**src/rtl/nn_pkg.sv**
```systemverilog
// nn_pkg: shared types and constants for the perceptron load sequencer
package nn_pkg;
  localparam int N_PARAMS = 24;
  localparam int N_INPUTS = 4;
  localparam int PAW = $clog2(N_PARAMS);
  localparam int IAW = $clog2(N_INPUTS);
  localparam int FIELDS_PER_NEURON = 6;
  localparam int W0 = 0;
  localparam int W1 = 1;
  localparam int W2 = 2;
  localparam int W3 = 3;
  localparam int B = 4;
  localparam int TH = 5;
  typedef enum logic [2:0] {
    IDLE   = 3'd0,
    LOAD_P = 3'd1,
    LOAD_I = 3'd2,
    EVAL   = 3'd3,
    DONE   = 3'd4
  } state_t;
  function automatic logic [PAW-1:0] param_index(input int neuron, input int field);
    return PAW'(neuron * FIELDS_PER_NEURON + field);
  endfunction
endpackage

```
**src/rtl/nn_byte_writer.sv**
```systemverilog
// nn_byte_writer: registered write port with a shared load counter
module nn_byte_writer import nn_pkg::*; #(
  parameter int DW = 8
) (
  input  logic clk,
  input  logic rst_n,
  input  logic clr,
  input  logic wr,
  input  logic sel_p,
  input  logic [DW-1:0] data_in,
  output logic param_we,
  output logic in_we,
  output logic [PAW-1:0] addr,
  output logic [PAW-1:0] count,
  output logic [DW-1:0] wr_data
);
  always_ff @(posedge clk or negedge rst_n)
    if (!rst_n) begin
      param_we <= 1'b0;
      in_we <= 1'b0;
      addr <= '0;
      count <= '0;
      wr_data <= '0;
    end else begin
      param_we <= wr && sel_p;
      in_we <= wr && !sel_p;
      addr <= wr ? count : addr;
      wr_data <= wr ? data_in : wr_data;
      count <= clr ? '0 : wr ? count + PAW'(1) : count;
    end
endmodule

```
**src/rtl/nn_load_sequencer.sv**
```systemverilog
// nn_load_sequencer: command FSM streaming parameter and input bytes into the perceptron array
module nn_load_sequencer import nn_pkg::*; #(
  parameter int DW = 8,
  parameter int EVAL_CYCLES = 2
) (
  input  logic clk,
  input  logic rst_n,
  input  logic [DW-1:0] data_in,
  input  logic data_valid,
  input  logic cmd_load,
  input  logic cmd_run,
  input  logic result_ack,
  output logic param_we,
  output logic [PAW-1:0] param_addr,
  output logic in_we,
  output logic [IAW-1:0] in_addr,
  output logic [DW-1:0] wr_data,
  output logic capture,
  output logic busy,
  output logic params_ok,
  output logic result_valid,
  output logic err,
  output logic [2:0] state
);
  state_t st, st_n;
  logic [3:0] settle, settle_n;
  logic ok_n, rv_n, cap_n, clr, wr, load_acc, err_set;
  logic [PAW-1:0] count;
  assign busy = st inside {LOAD_P, LOAD_I, EVAL};
  assign wr = data_valid && (st == LOAD_P || st == LOAD_I);
  assign state = st;
  assign in_addr = param_addr[IAW-1:0];
  assign load_acc = cmd_load && (st == IDLE || st == DONE);
  assign err_set = (data_valid && !wr) || ((cmd_load || cmd_run) && busy)
                || (cmd_run && !cmd_load && st == IDLE && !params_ok);
  nn_byte_writer #(.DW(DW)) u_writer (
    .clk(clk),
    .rst_n(rst_n),
    .clr(clr),
    .wr(wr),
    .sel_p(st == LOAD_P),
    .data_in(data_in),
    .param_we(param_we),
    .in_we(in_we),
    .addr(param_addr),
    .count(count),
    .wr_data(wr_data)
  );
  always_ff @(posedge clk or negedge rst_n)
    if (!rst_n) begin
      st <= IDLE;
      settle <= '0;
      params_ok <= 1'b0;
      result_valid <= 1'b0;
      capture <= 1'b0;
      err <= 1'b0;
    end else begin
      st <= st_n;
      settle <= settle_n;
      params_ok <= ok_n;
      result_valid <= rv_n;
      capture <= cap_n;
      err <= load_acc ? 1'b0 : err | err_set;
    end
  // capture is registered, so it lands one cycle after the settle count reaches zero
  always_comb begin
    st_n = st;
    settle_n = settle;
    ok_n = params_ok;
    rv_n = result_valid;
    cap_n = 1'b0;
    clr = 1'b0;
    case (st)
      IDLE:
        if (cmd_load) begin
          st_n = LOAD_P;
          clr = 1'b1;
          ok_n = 1'b0;
        end else if (cmd_run && params_ok) begin
          st_n = LOAD_I;
          clr = 1'b1;
        end
      LOAD_P:
        if (wr && count == PAW'(N_PARAMS - 1)) begin
          st_n = IDLE;
          ok_n = 1'b1;
        end
      LOAD_I:
        if (wr && count == PAW'(N_INPUTS - 1)) begin
          st_n = EVAL;
          settle_n = 4'(EVAL_CYCLES);
        end
      EVAL:
        if (settle == '0) begin
          st_n = DONE;
          cap_n = 1'b1;
          rv_n = 1'b1;
        end else
          settle_n = settle - 4'd1;
      DONE:
        if (cmd_load) begin
          st_n = LOAD_P;
          clr = 1'b1;
          ok_n = 1'b0;
          rv_n = 1'b0;
        end else if (cmd_run) begin
          st_n = LOAD_I;
          clr = 1'b1;
          rv_n = 1'b0;
        end else if (result_ack) begin
          st_n = IDLE;
          rv_n = 1'b0;
        end
      default: st_n = IDLE;
    endcase
  end
endmodule

```
**config.mk**
```make
export PLATFORM = sky130hd
export DESIGN_NAME = nn_load_sequencer
export DESIGN_NICKNAME = d
export VERILOG_FILES = /design/src/rtl/nn_pkg.sv /design/src/rtl/nn_byte_writer.sv /design/src/rtl/nn_load_sequencer.sv
export SDC_FILE = /design/constraint.sdc
export NUM_CORES = 1
export LEC_CHECK = 0
export BUFFER_PORTS_ARGS = -buffer_cell sky130_fd_sc_hd__buf_2
export CORE_MARGIN = 3
export CORE_UTILIZATION = 38
export CTS_CLUSTER_DIAMETER = 120
export DETAILED_ROUTE_END_ITERATION = 8
export GPL_ROUTABILITY_DRIVEN = 0
export GPL_TIMING_DRIVEN = 1
export PLACE_DENSITY_LB_ADDON = 0.08
export RECOVER_POWER = 25
export REMOVE_ABC_BUFFERS = 1
export SYNTH_ARGS = -nofsm -noshare
export SYNTH_HDL_FRONTEND = slang
export SYNTH_HIERARCHICAL = 1
export SYNTH_SLANG_ARGS = --single-unit
```
**constraint.sdc**
```tcl
create_clock -name clk -period 2.1 [get_ports clk]
set_input_delay 0.315 -clock clk [delete_from_list [all_inputs] [get_ports clk]]
set_output_delay 0.315 -clock clk [all_outputs]
set_load 0.02 [all_outputs]
```
==> parameters.txt <==
Parameter                              Value

Floorplan
  Chip width    69.2 µm
  Die Outline Area    4780 µm²
  Placeable core region    3740 µm²
  Overall die height    69.2 µm
  # rows    22
  Number of top-level pins    39
  Initial core utilization    40.5%

CTS
  Setup Buffers After CTS    0
  H-tree depth reported by CTS    2
  Post-CTS resize count    0
  Register clock-pin slew on the reported worst setup and hold paths    0.07 ns
  Post-CTS Hold Fix Bufs    0
  Number of clock buffers inserted by TritonCTS    5
  Root buffer cell    sky130_fd_sc_hd__clkbuf_8
  CTS tree    yes
  Source-to-sink clock delay at the later pin of the worst-skew pair    0.28 ns
  Sink count of the clock tree    31
  Maximum clock insertion buffer count    2

Yosys
  Count of mapped cells out of synthesis    134
  Number of storage elements in the synthesis netlist    31
  Post-synthesis sequential area ratio    51.2%
  Synthesized area per cell    11.3 µm²
  Post-synth EDFFs    0
  Total of warnings raised by yosys    6
  Asr flop ratio synth    100%
  Primary FF master, synth    sky130_fd_sc_hd__dfrtp_1
  Netlist cell types    45
  Netlist area before placement    1520 µm²

Layout
  Final core occ    50.0%
  Area used by multi-input combinational logic    664 µm²
  Combined flip-flop and latch cell area    776 µm²
  Diode insertion count for antenna repair    0
  Post-layout instance area    1870 µm²
  Fill count    374
  Layout cell share with drive strength beyond 1    39.0%
  Number of nets at the end of the flow    193
  Syn-to-layout area delta    23.3%

Placement
  Post-DP Area    1750 µm²
  Setup slack after placement    0.428 ns
  Input/output buffers    38
  DPL Wire Length    2240 µm

Routing
  Post-Route WL    3120 µm
  Starting DRC count in detailed routing    56
  Ratio of routed vias to standard cells    5.16
  ANT nets after route    0
  1st-pass router iterations    4
  Drt drc    0
  Detail-routed net length per standard cell    13.9 µm
  Count of vias placed by the detailed router    1162

Hold path
  Worst hold path startpoint    data_in[0]
  Worst Hold Class    in2reg
  Hold Path Cell Cnt    2
  Worst Hold End    u_writer/wr_data[0]$_DFFE_PN0P_

STA
  Total negative slack    0 ns
  Unrepaired setup endpoints after global routing    no
  Least-Margin Pin Slew    1.68 ns
  PnR worst setup slack    0.421 ns
  Clock skew    0.00807 ns
  Maximum frequency from static timing analysis    595 MHz
  Final Critical Period    1.68 ns
  Endpoints failing setup    0
  Number of max-slew violations in the final report    32
  Final clock period utilization by the worst path    80.0%
  Hold Violations, Final    0
  Relative slew margins    -11.9%

Worst setup path
  Crit end category    flop
  Arrival time of data at the critical path endpoint    1.84 ns
  Endpoint of the most critical register-to-register path    u_writer/count[3]$_DFFE_PN0P_
  Critical path launch point    state[0]$_DFFE_PN0P_
  Required arrival time at the worst endpoint    2.26 ns
  FF-to-FF path depth    6
  Startpoint class of the critical path    flop
  Path type of the worst setup path    reg2reg
  Critical Path Fanout Max    15
  Worst r2r src    state[0]$_DFFE_PN0P_
  Reg-to-reg slack, setup    0.42 ns

GRT
  All-Layer GR Usage    14.7%
  Largest net degree at the start of global routing    32
  First-pass GRT wire length    5670 µm
  Gr ovfl total    0
  Via count of the first global-routing pass    1227
  Number of antenna violations at the first check in global routing    0

Pwr
  Combinational power share    47.2%
  Net load switching power    1200 µW
  Total power density per cell area    1630 nW/µm²
  Seq pwr share    32.9%
  Reported leakage power    0.000890 µW
  Internal power consumption    1840 µW
  Part of the total power dissipated in the clock network    20.0%
  Maximum ir drop on the vdd rail    0.685 mV
  Fraction of power spent switching nets    39.5%

Run status
  Violations in the final reports    max-capacitance violations, max-slew violations
  Outcome    finished, violations left

Flow run
  Max_cap viols    1
## power by group through the flow
stage / clock network (µW) / registers [µW] / logic (µW)
floorplan: 0 / 1260 / 726
global placement: 0 / 1000 / 1420
detailed placement: 0 / 1010 / 1450
CTS: 626 / 1000 / 1460
global route: 658 / 1040 / 1590
finish: 607 / 999 / 1430
## cells by family after synthesis
kind of cell / count (synthesis) / share of synthesized area, %
XOR/XNOR: 2 / 1.16
multiplexers: 16 / 11.8
AO/OA/AOI/OAI: 29 / 13.0
buffers and inverters: 14 / 5.03
AND/OR/NAND/NOR: 39 / 15.4
adder cells (fa/ha/maj): 3 / 2.48
flip-flops: 31 / 51.2
## cell usage after synthesis, drive strengths merged (2+ instances only)
cell     n  area (µm²)
inv      5        18.8
a21oi    5        25.0
o21a     4        30.0
buf      8        53.8
a22o     3        26.3
nor2b    4        25.0
nand4    2        12.5
nand2    3        13.8
o21ai    8        40.0
ha       3        37.5
nand2b   4        25.0
dfrtp   31         776
nor3     2        10.0
mux2    15         169
nand3    4        20.0
nor2    10        40.0
nor4     2        27.5
## cells in the final DEF (no fill, tap or decap), types with 2 or more instances in the layout
master	n
sky130_fd_sc_hd__a21oi_1	5
sky130_fd_sc_hd__a22o_1	3
sky130_fd_sc_hd__buf_2	37
sky130_fd_sc_hd__buf_4	6
sky130_fd_sc_hd__clkbuf_8	6
sky130_fd_sc_hd__dfrtp_1	31
sky130_fd_sc_hd__ha_1	3
sky130_fd_sc_hd__inv_1	5
sky130_fd_sc_hd__mux2_2	14
sky130_fd_sc_hd__nand2_1	2
sky130_fd_sc_hd__nand2b_1	4
sky130_fd_sc_hd__nand3_1	4
sky130_fd_sc_hd__nand4_1	2
sky130_fd_sc_hd__nor2_1	9
sky130_fd_sc_hd__nor2b_1	4
sky130_fd_sc_hd__nor3_1	2
sky130_fd_sc_hd__o21a_1	4
sky130_fd_sc_hd__o21ai_0	5
sky130_fd_sc_hd__o21ai_1	3
## per-stage QoR
stage                     total power [µW]  hold slack [ns]  cells
after floorplan                       1980           0.0194    125
after global placement                2420            0.402    217
after detailed placement              2460            0.407    217
after CTS                             3080            0.100    225
after global routing                  3280            0.262    225
final                                 3040            0.268    225
## area by class of cell
type                            instances  share of cell area, %
Clock inverter                          2                   1.87
Sequential cell                        31                   41.5
Inverter                                5                   1.00
Clock buffer                            6                   4.41
Timing Repair Buffer                   44                   12.5
Tap cell                               48                   3.21
Multi-Input combinational cell         89                   35.5
## sequential cells by signal, summed over array words and instances (netlist names)
register           count
u_writer/param_we      1
u_writer/wr_data       8
capture                1
state                  3
u_writer/in_we         1
params_ok              1
u_writer/addr          5
result_valid           1
u_writer/count         5
settle                 4
err                    1
## how the worst max path moves through the flow
stage                                    endpoint  slack, ns  cells past startpoint
finish              u_writer/count[3]$_DFFE_PN0P_       0.42                      6
global route        u_writer/count[3]$_DFFE_PN0P_       0.23                      6
CTS                 u_writer/count[3]$_DFFE_PN0P_       0.42                      6
detailed placement  u_writer/count[3]$_DFFE_PN0P_       0.43                      6
global placement            settle[3]$_DFFE_PN0P_       0.46                      6
floorplan           u_writer/count[3]$_DFFE_PN0P_      -0.31                      5
## layer usage
layer / vias to the layer above / GRT usage, % / part of all wire, %
li1: 558 / - / -
met1: 571 / 17.9 / 44
met2: 27 / 23.9 / 49
met3: 6 / 5.22 / 5.7
met4: 0 / 5.21 / 1.6
met5: - / 0 / 0
## critical path, cell delays in order, from the launching register on
cell	delay, ns
sky130_fd_sc_hd__dfrtp_1	0.39
sky130_fd_sc_hd__xor2_1	0.15
sky130_fd_sc_hd__nand2b_1	0.16
sky130_fd_sc_hd__nor2_1	0.16
sky130_fd_sc_hd__buf_4	0.24
sky130_fd_sc_hd__nand4_1	0.12
sky130_fd_sc_hd__mux2_1	0.33
(Power assumes the default switching activity.)
